`src/rtl/qos_deserializer.sv`:
```
// Per-VC serial-to-parallel reassembly with a VC-tagged show-ahead output FIFO.
// Optional even-parity framing is built when QOS_DESER_PARITY_EN is defined.
module qos_deserializer #(
  parameter int WORD_W     = 8,
  parameter int FIFO_DEPTH = 4
) (
  input  logic                          clk,
  input  logic                          reset,
  input  logic                          data_out,
  input  logic [1:0]                    VC_id,
  input  logic                          bit_valid,
  output logic [WORD_W-1:0]             word_out,
  output logic [1:0]                    word_vc,
  output logic                          word_valid,
  input  logic                          word_ready,
  output logic                          parity_err,
  output logic [$clog2(FIFO_DEPTH):0]   fifo_count,
  output logic                          overflow
);

`ifdef QOS_DESER_PARITY_EN
  localparam int FRAME = WORD_W + 1;
`else
  localparam int FRAME = WORD_W;
`endif
  localparam int CW = $clog2(FRAME);
  localparam int PW = $clog2(FIFO_DEPTH);

  logic [4*WORD_W-1:0] sr_all;
  logic [4*CW-1:0]     cnt_all;

  genvar gi;
  generate
    for (gi = 0; gi < 4; gi++) begin : g_vc
      logic [WORD_W-1:0] sr_reg;
      logic [CW-1:0]     cnt_reg;
      logic              hit;

      assign hit = bit_valid && (VC_id == 2'(gi));

      always_ff @(posedge clk or negedge reset) begin
        if (!reset) begin
          sr_reg  <= '0;
          cnt_reg <= '0;
        end else if (hit) begin
          // Parity bit position (cnt == WORD_W) matches no data slot.
          for (int j = 0; j < WORD_W; j++) begin
            if (cnt_reg == CW'(j)) sr_reg[j] <= data_out;
          end
          cnt_reg <= (cnt_reg == CW'(FRAME - 1)) ? '0 : cnt_reg + 1'b1;
        end
      end

      assign sr_all[gi*WORD_W +: WORD_W] = sr_reg;
      assign cnt_all[gi*CW +: CW]        = cnt_reg;
    end
  endgenerate

  logic [WORD_W-1:0] sr_sel;
  logic [CW-1:0]     cnt_sel;
  logic [WORD_W-1:0] cur_word;
  logic              complete;

  assign sr_sel   = sr_all[32'(VC_id)*WORD_W +: WORD_W];
  assign cnt_sel  = cnt_all[32'(VC_id)*CW +: CW];
  assign complete = bit_valid && (cnt_sel == CW'(FRAME - 1));

`ifdef QOS_DESER_PARITY_EN
  logic cur_par;
  assign cur_word = sr_sel;
  assign cur_par  = (^sr_sel) ^ data_out;
`else
  // The final data bit is still on the wire; merge it into the assembled word.
  always_comb begin
    cur_word           = sr_sel;
    cur_word[WORD_W-1] = data_out;
  end
`endif

  logic [WORD_W-1:0] data_mem [FIFO_DEPTH];
  logic [1:0]        vc_mem   [FIFO_DEPTH];
  logic [PW-1:0]     wr_ptr_reg, rd_ptr_reg;
  logic [PW:0]       count_reg;
  logic              overflow_reg;
  logic              full, pop, push;

  assign full = (count_reg == (PW+1)'(FIFO_DEPTH));
  assign pop  = (count_reg != '0) && word_ready;
  // A pop on the same edge frees the slot, so a full FIFO can still accept.
  assign push = complete && (!full || pop);

  always_ff @(posedge clk) begin
    if (push) begin
      data_mem[wr_ptr_reg] <= cur_word;
      vc_mem[wr_ptr_reg]   <= VC_id;
    end
  end

`ifdef QOS_DESER_PARITY_EN
  logic par_mem [FIFO_DEPTH];
  always_ff @(posedge clk) begin
    if (push) par_mem[wr_ptr_reg] <= cur_par;
  end
  assign parity_err = word_valid && par_mem[rd_ptr_reg];
`else
  assign parity_err = 1'b0;
`endif

  always_ff @(posedge clk or negedge reset) begin
    if (!reset) begin
      wr_ptr_reg   <= '0;
      rd_ptr_reg   <= '0;
      count_reg    <= '0;
      overflow_reg <= 1'b0;
    end else begin
      if (push) wr_ptr_reg <= wr_ptr_reg + 1'b1;
      if (pop)  rd_ptr_reg <= rd_ptr_reg + 1'b1;
      if (push && !pop)      count_reg <= count_reg + 1'b1;
      else if (pop && !push) count_reg <= count_reg - 1'b1;
      if (complete && full && !pop) overflow_reg <= 1'b1;
    end
  end

  assign word_valid = (count_reg != '0);
  assign word_out   = word_valid ? data_mem[rd_ptr_reg] : '0;
  assign word_vc    = word_valid ? vc_mem[rd_ptr_reg]   : 2'd0;
  assign fifo_count = count_reg;
  assign overflow   = overflow_reg;

endmodule

```
`config.mk`:
```
export PLATFORM = sky130hd
export DESIGN_NAME = qos_deserializer
export DESIGN_NICKNAME = d
export VERILOG_FILES = /design/src/rtl/qos_deserializer.sv
export SDC_FILE = /design/constraint.sdc
export NUM_CORES = 1
export LEC_CHECK = 0
export ABC_AREA = 1
export CAP_MARGIN = 0
export CORE_UTILIZATION = 43
export DETAILED_ROUTE_END_ITERATION = 7
export PLACE_DENSITY_LB_ADDON = 0.1
export REMOVE_ABC_BUFFERS = 1
export SLEW_MARGIN = 20
export SYNTH_ARGS = -nofsm -noshare
export SYNTH_HDL_FRONTEND = slang
export SYNTH_SLANG_ARGS = --single-unit
```
`constraint.sdc`:
```
create_clock -name clk -period 3.5 [get_ports clk]
set_input_delay 0.35 -clock clk [delete_from_list [all_inputs] [get_ports clk]]
set_output_delay 0.35 -clock clk [all_outputs]
set_load 0.02 [all_outputs]
```
---- After elaboration in Yosys (flattened, before gate mapping) ----
Memory sizes are Yosys's and may differ from the RTL's.
Index checks and enable logic that the tools add are counted.
W data, S select, Z words.
storage, ports and cells
  register bits after elaboration ......... 52
  memories kept ........................... 2
  memory bits (writable) .................. 40
  word-level logic and storage cells ...... 150
operators by class
  mux-type cells .......................... 10
  reduce and logical (&&, ||, !) cells .... 54
  shift-type cells ........................ 2
  add/subtract/negate cells ............... 8
  $mul .................................... 1
  eq/ne operators ......................... 33
memories
  memory    words  width  read ports  clocked after Yosys merged registers in  wr ports  RTL line  source
  data_mem  4      8      1           0                                        1         80        logic [WORD_W-1:0] data_mem [FIFO_DEPTH];
  vc_mem    4      2      1           0                                        1         81        logic [1:0] vc_mem [FIFO_DEPTH];
operators by type and width
  cell                   number
  $reduce_and A2 Y1      32
  $eq A3 B3 Y1 const B   18
  $shiftx A32 B6 Y7      1
  $eq A3 B2 Y1 const B   8
  $mux W3                6
  $add A3 B1 Y3 const B  5
  $eq A3 B1 Y1 const B   4
  $logic_not A3 Y1       4
  $shiftx A12 B5 Y3      1
  $logic_and A1 B1 Y1    11
  $mux W8                1
  $add A2 B1 Y2 const B  2
  $eq A2 B2 Y1 const B   2
  $mul A2 B2 Y4 const B  1
  $logic_not A1 Y1       3
  $reduce_bool A3 Y1     1
  $sub A3 B1 Y3 const B  1
  $eq A2 B1 Y1 const B   1
  $logic_not A2 Y1       1
  $mux W1                2
  $mux W2                1
  $reduce_bool A2 Y1     1
  $logic_or A1 B1 Y1     1

---- Logic depth before layout (Yosys ltp) ----
Gate-level depths: netlist of run 1.
  word-level depth ........................ 9
  depth in mapped cells ................... 14

---- Least setup slack after synthesis of run 1 ----
Ideal clock, no wire load.
  path kind ............................... register -> register
  start point ............................. register count_reg[0] (netlist: fifo_count[0])
  end point ............................... register count_reg[2] (netlist: fifo_count[2])
  clock period less this slack ............ 2,304 ps
  library setup time ...................... 131 ps
  required time ........................... 3,369 ps
  slack ................................... 1,196 ps
  stages on the path, launching flop included .. 11
  arrival time ............................ 2,173 ps
  cell sequence ........................... dfrtp_1 -> nor3_1 -> o21ai_0 -> nand3_2 -> inv_1 -> ha_1 -> inv_1 -> fa_1 -> a21oi_1 -> o21ai_0 -> xor2_1
on the way
  longest elaborated chain between the ends .. 7
  elaborated cells on any way between the ends .. 15
  classes of those cells .................. 2 x add/sub; 1 x eq/ne; 2 x mux; 10 x reduce/logical
RTL lines
  item                                                            RTL line  source
  from (decl)                                                     83        logic [PW:0] count_reg;
  from (signal assigned)                                          118       if (push && !pop) count_reg <= count_reg + 1'b1;
  from (signal assigned)                                          119       else if (pop && !push) count_reg <= count_reg - 1'b1;
  $eq A3 B3 Y1 / $reduce_bool A3 Y1 (equally long branches)       87, 88
  $logic_not A1 Y1 / $logic_and A1 B1 Y1 (equally long branches)  90, 88
  $logic_or A1 B1 Y1 (*)                                          90        assign push = complete && (!full || pop);
  $logic_and A1 B1 Y1 (*)                                         90
  via push                                                        85        logic full, pop, push;
  $logic_not A1 Y1                                                119
  $logic_and A1 B1 Y1                                             119
  $reduce_bool A2 Y1 (no line)                                    -
Mark *: on every way through the listed nets, which the timed path passes. The rest lies on a longest branch. The select of a mux whose other input is x is not followed.
A chain may end at the register's enable or synchronous reset.

---- Worst setup path after layout of run 1 ----
  start point ............................. register rd_ptr_reg[1]
  end point ............................... output word_vc[0]
on the way
  longest elaborated chain between the ends .. 2
RTL lines
  item                    RTL line  source
  from (decl)             82        logic [PW-1:0] wr_ptr_reg, rd_ptr_reg;
  from (signal assigned)  117       if (pop) rd_ptr_reg <= rd_ptr_reg + 1'b1;
  $mem_v2 Z4 W2           -
  $mux W2                 126       assign word_vc = word_valid ? vc_mem[rd_ptr_reg] : 2'd0;
  to (decl)               13        output logic [1:0] word_vc,
No other way between the ends.

==> metrics.txt, run 1 <==
Peak Freq 361 MHz; Core Box Area 0.00982 mm^2; post-synth top area cell dfrtp_1; Critical-path top delay cell clkdlybuf4s50_1; Fin Clk Skew 0.0102 ns; final setup TNS 0 ns; antenna viol nets, final 0; routed vias/inst 5.09; Finished Layout Cells 625; Worst Setup SP rd_ptr_reg[1]$_DFFE_PN0N_; CP top delay family buffers and inverters; layout cell share with drive strength beyond 1 0.0793; period utilization 0.791; dpl ws 0.446 ns; clock sink count 88; Worst setup SP type register; Primary FF master, synth dfrtp_1; worst path cell trace inv_1 -> nor2_1 -> o21ai_0 -> a21oi_1 -> clkdlybuf4s50_1; async set-or-reset flop fraction in the synthesized netlist 0.545; pwr/cell area 751 mW/mm^2; Max Fanout on Critical Path 11; die area 0.0106 mm^2; slew of the pin with the lowest slew margin 0.926 ns; placed insts 609; Root Buffer clkbuf_8; FF+latch area 0.00240 mm^2; routed wire length 9.32 mm; Post-synth top cells nand2_1 (82), nand3_1 (57), nor2_1 (53), o21ai_0 (53), dfrtp_1 (48); clk_lat worst skew 0.36 ns; outcome completed; final setup vio count 0; R2R setup slack 1.08 ns; Pwr Total 3700 uW; # rows 36; number of synthesis warnings 0; IO Count 23; synthesized area 0.00438 mm^2; peak supply drop 0.318 mV; Tot GR Track Use 0.191; EDFF count, synth 40; Bufs on Longest Clock Path 2; Final Hold Violating Endpoints 0; vias in the first global route 2948; Port Buffers 21; CP Capture Point word_vc[0]; final net count 524; max reg flops 32; number of detailed-route iterations in the first pass 4; count leader, synth nand2_1; RSZ-0062 raised after global routing false; post-DP HPWL 6.56 mm; Final Instance Area 0.00493 mm^2; Synth Register Bits 88; fin. max-slew vios 0; Die Ht 103 um; grt ovf 0; largest net degree at the start of global routing 41; worst path required time 3.15 ns; Crit Reg-Reg Endpoint fifo_count[2]$_DFFE_PN0P_; Hold Path Class primary input to asynchronous set/reset pin; global-route wire length before repair 15.1 mm; Post-CTS Hold Buffers 0; Worst Reg2Reg Path Length in Cells 12; mean post-synth cell area 9.51 um^2; final worst setup slack 0.732 ns; H-tree lvl count 3; initial antenna violation count 0; CTS tree yes; DP Area 0.00475 mm^2; Max-Cap Viols 0; fill cell count 954; Die Wd 103 um; Post-Syn Instances 460; detailed router's first-iteration violation count 174; worst rel slew slack 0.383; via count 3180; Num CTS Buffers 9; Buf+Inv Stages, Crit Path 2; leakage 0.00211 uW; Seq/Total Area, Yosys 0.549; global placement routability congestion 0.851; Crit Path Class register to output pin; drt wl/cell 14.9 um; Synth top area share 0.275; CP max stage delay 0.64 ns; drt drc 0; Reg2Reg Launch Point fifo_count[0]$_DFFE_PN0P_; Distinct cells, synth 29; Initial Util 0.446; Post-CTS Setup Inserts 0; Synth area leaders dfrtp_1 (27%), edfxtp_1 (27%), ha_1 (8.3%), nand2_1 (7.0%), nand3_1 (6.5%); kind of end point of the critical path output pin; WP data arrival 2.42 ns; clk slew on worst S/H paths 0.10 ns; Min Clock Period, post-route 2.77 ns; CTS-repair resized insts 0; Crit. path cell count 5; area delta synth->final 12.7%; diodes inserted 0; area of the multi-input gates 0.00174 mm^2
-- worst min-delay path by stage --
| stage | startpoint | to | slack (ns) | depth (start not counted) |
|---|---|---|---|---|
| 2_1_floorplan | reset | fifo_count[0]$_DFFE_PN0P_ | 0.05 | 0 |
| 3_3_place_gp | g_vc[2].sr_reg[0]$_DFFE_PN0P_ | g_vc[2].sr_reg[0]$_DFFE_PN0P_ | 0.47 | 2 |
| 3_5_place_dp | overflow$_DFFE_PN0P_ | overflow$_DFFE_PN0P_ | 0.46 | 1 |
| 4_1_cts | reset | fifo_count[1]$_DFFE_PN0P_ | 0.14 | 1 |
| 5_1_grt | reset | fifo_count[2]$_DFFE_PN0P_ | 0.17 | 1 |
| 6_report | reset | fifo_count[2]$_DFFE_PN0P_ | 0.11 | 1 |
-- layout make-up --
type                       count  share of cell area
tap                          133              0.0338
multi-input combinational    318               0.353
inverter                      35              0.0266
clock buffer                   9              0.0251
timing repair buffer          35              0.0629
clock inverter                 7              0.0112
sequential                    88               0.487
-- power breakdown --
part	switching, uW	total [uW]	internal [uW]
Combinational	821	1400	577
Clock	393	660	267
Sequential	280	1650	1370
-- metal layers --
| metal | share of wire | vias up | GRT usage | routed length [um] |
|---|---|---|---|---|
| met5 | 0 | - | 0 | 0 |
| met4 | 0.023 | 0 | 0.0780 | 216 |
| met3 | 0.027 | 15 | 0.0325 | 248 |
| met2 | 0.48 | 61 | 0.308 | 4490 |
| met1 | 0.47 | 1508 | 0.256 | 4370 |
| li1 | - | 1596 | - | - |
-- logic make-up after synthesis --
logic type      Yosys count  synth area share
compound gates           79            0.0952
xor+xnor                  4           0.00801
fa+ha+maj                30            0.0875
buf+inv                  54            0.0532
flops                    88             0.549
mux                       4           0.00944
other cells               1          0.000857
simple gates            200             0.197
-- through the flow --
step           hold WS [ns]   util
2_1_floorplan        0.0544      -
3_3_place_gp          0.471  0.484
3_5_place_dp          0.465  0.484
4_1_cts               0.139  0.502
5_1_grt               0.167  0.502
6_report              0.114  0.502
-- cells in the final DEF, fill, tap and decap left out, drive strengths merged --
| cell type | count |
|---|---|
| mux2i | 3 |
| conb | 1 |
| a31oi | 1 |
| clkbuf | 9 |
| o21ai | 57 |
| dfrtp | 48 |
| inv | 38 |
| mux2 | 1 |
| a22oi | 7 |
| nand2 | 82 |
| nor3 | 5 |
| nand3 | 58 |
| a21oi | 13 |
| clkinvlp | 1 |
| xnor2 | 1 |
| xor2 | 3 |
| edfxtp | 40 |
| clkdlybuf4s50 | 20 |
| fa | 1 |
| o21bai | 1 |
| ha | 29 |
| buf | 15 |
| clkinv | 3 |
| nor2 | 55 |
Power figures use the tool's default switching activity.
==> run 2: changes to the inputs <==
==> constraint.sdc (replaced) <==
create_clock -name clk -period 2.5 [get_ports clk]
set_input_delay 0.25 -clock clk [delete_from_list [all_inputs] [get_ports clk]]
set_output_delay 0.25 -clock clk [all_outputs]
set_load 0.02 [all_outputs]
==> metrics.txt, run 2 (same netlist as run 1, synthesis figures left out) <==
outcome completed (unchanged); drt drc 0 (unchanged); vias in the first global route 3018 (was 2948); Num CTS Buffers 9 (unchanged); grt met2 use 0.336 (was 0.308); Hold Path Class primary input to asynchronous set/reset pin (unchanged); CP top delay family buffers and inverters (unchanged); commonest non-fill, non-tap cell in the layout nand2_1 (unchanged); Root Buffer clkbuf_8 (unchanged); pwr/cell area 1050 mW/mm^2 (was 751 mW/mm^2); H-tree lvl count 3 (unchanged); post-DP HPWL 6.78 mm (was 6.56 mm); global placement routability congestion 0.880 (was 0.851); met1 Resource Use GR 0.253 (was 0.256); largest net degree at the start of global routing 29 (was 41); RSZ-0062 raised after global routing false (unchanged); commonest non-fill, non-tap cells in the layout nand2_1 (82), nand3_1 (57), nor2_1 (53), o21ai_0 (53), dfrtp_1 (48) (unchanged); final worst setup slack 0.188 ns (was 0.732 ns); sequential power share 0.414 (was 0.444); global-route wire length before repair 15.3 mm (was 15.1 mm); IO Count 23 (unchanged); Net Sw Power 2060 uW (was 1490 uW); antenna viol nets, final 0 (unchanged); global route hottest layer met2 (unchanged); Crit Path Class primary input to register (was register to output pin); Max-Cap Viols 0 (unchanged); clock sink count 88 (unchanged); leakage 0.00221 uW (was 0.00211 uW); final net count 544 (was 524); Tot GR Track Use 0.196 (was 0.191); final setup vio count 0 (unchanged); period utilization 0.925; routed vias/inst 5.00 (was 5.09); # rows 36 (unchanged); CTS tree yes (unchanged); Core Box Area 0.00982 mm^2 (unchanged); initial antenna violation count 0 (unchanged); WP data arrival 2.55 ns (was 2.42 ns); detailed router's first-iteration violation count 153 (was 174); via count 3228 (was 3180); Clock Power Share 0.188 (was 0.178); die area 0.0106 mm^2 (unchanged); final setup TNS 0 ns (unchanged); routed wire length 9.40 mm (was 9.32 mm); fill cell count 920 (was 954); Bufs on Longest Clock Path 2 (unchanged); Die Wd 103 um (unchanged); internal power 3300 uW (was 2210 uW); Net Sw Frac 0.384 (was 0.403); Buf+Inv Stages, Crit Path 4 (was 2); CP max stage delay 0.59 ns (was 0.64 ns); Comb pwr share 0.398 (was 0.377); Final Hold Violating Endpoints 0 (unchanged); Peak Freq 433 MHz; slew of the pin with the lowest slew margin 0.656 ns (was 0.926 ns); Port Buffers 21 (unchanged); worst path required time 2.74 ns (was 3.15 ns); clk slew on worst S/H paths 0.09 ns (was 0.10 ns); peak supply drop 0.478 mV (was 0.318 mV); diodes inserted 0 (unchanged); Max Fanout on Critical Path 5 (was 11); clk_lat worst skew 0.35 ns (was 0.36 ns); max reg flops 32 (unchanged); worst path cell trace clkdlybuf4s50_1 -> buf_4 -> nand3_1 -> nand2_1 -> nor2_1 -> nor2_1 -> nand3_2 -> inv_1 -> ha_1 -> inv_1 -> fa_1 -> a21oi_1 -> o21ai_0 -> xor2_1 (was inv_1 -> nor2_1 -> o21ai_0 -> a21oi_1 -> clkdlybuf4s50_1); Min Clock Period, post-route 2.31 ns; Initial Util 0.446 (unchanged); layout cell share with drive strength beyond 1 0.113 (was 0.0793); dpl ws -0.164 ns (was 0.446 ns); area delta synth->final 17.2% (was 12.7%); drt wl/cell 14.6 um (was 14.9 um); number of detailed-route iterations in the first pass 4 (unchanged); grt ovf 0 (unchanged); Worst setup SP type primary input (was register); met3 Usage GRT 0.0312 (was 0.0325); worst rel slew slack 0.562 (was 0.383); Critical-path top delay cell clkdlybuf4s50_1 (unchanged); Fin Clk Skew 0.00982 ns (was 0.0102 ns); Die Ht 103 um (unchanged); kind of end point of the critical path register (was output pin); fin. max-slew vios 0 (unchanged)
==> run 2: final cells by class <==
cell class	instances	area [um^2]	area share
Clock buffer	10	138	0.0268
Clock inverter	6	67.6	0.0132
Inverter	35	135	0.0263
Multi-Input combinational cell	318	1740	0.339
Sequential cell	88	2400	0.468
Tap cell	133	166	0.0324
Timing Repair Buffer	55	479	0.0934
==> run 2: stage by stage <==
| step | utilization | hold WS (ns) | std cells | power, uW | cell area (um^2) |
|---|---|---|---|---|---|
| 3_3_place_gp | 0.500 | 0.306 | 628 | 4340 | 4910 |
| 6_report | 0.522 | 0.462 | 645 | 5360 | 5130 |
| 4_1_cts | 0.522 | 0.449 | 645 | 5410 | 5120 |
| 5_1_grt | 0.522 | 0.496 | 645 | 5790 | 5130 |
| 2_1_floorplan | - | -0.0456 | 441 | 3460 | 4270 |
| 3_5_place_dp | 0.500 | 0.303 | 628 | 4390 | 4910 |
==> run 2: worst paths after layout <==
path / startpoint / endpoint / slack (ns) / cells after the start
max in group asynchronous: reset / g_vc[3].cnt_reg[1]$_DFFE_PN0P_ / 1.47 / 3
setup reg to reg: fifo_count[0]$_DFFE_PN0P_ / fifo_count[2]$_DFFE_PN0P_ / 0.29 / 10
min in group clk: overflow$_DFFE_PN0P_ / overflow$_DFFE_PN0P_ / 0.49 / 1
hold / removal: reset / rd_ptr_reg[0]$_DFFE_PN0N_ / 0.46 / 2
hold reg to reg: overflow$_DFFE_PN0P_ / overflow$_DFFE_PN0P_ / 0.49 / 1
setup / recovery: VC_id[0] / fifo_count[2]$_DFFE_PN0P_ / 0.19 / 14
==> run 2: timing repair <==
action | CTS | global route
resized for setup | 0 | 2
hold endpoints to repair | 24 | 0
endpoints found under the setup margin | 0 | 10
hold buffers | 1 | 0
buffers inserted | 0 | 0
==> run 2: power by group through the flow <==
stage / sequential, uW / clock [uW] / combinational (uW)
global placement: 2240 / 0 / 2100
finish: 2220 / 1010 / 2140
detailed placement: 2240 / 0 / 2150
global route: 2260 / 1100 / 2420
floorplan: 2250 / 0 / 1210
CTS: 2210 / 1040 / 2160
==> run 2: metal layers <==
metal | up-vias | wire length, um | share of wire
met5 | - | 0 | 0
met2 | 54 | 4700 | 0.50
met4 | 0 | 131 | 0.014
li1 | 1642 | - | -
met3 | 13 | 338 | 0.036
met1 | 1519 | 4230 | 0.45
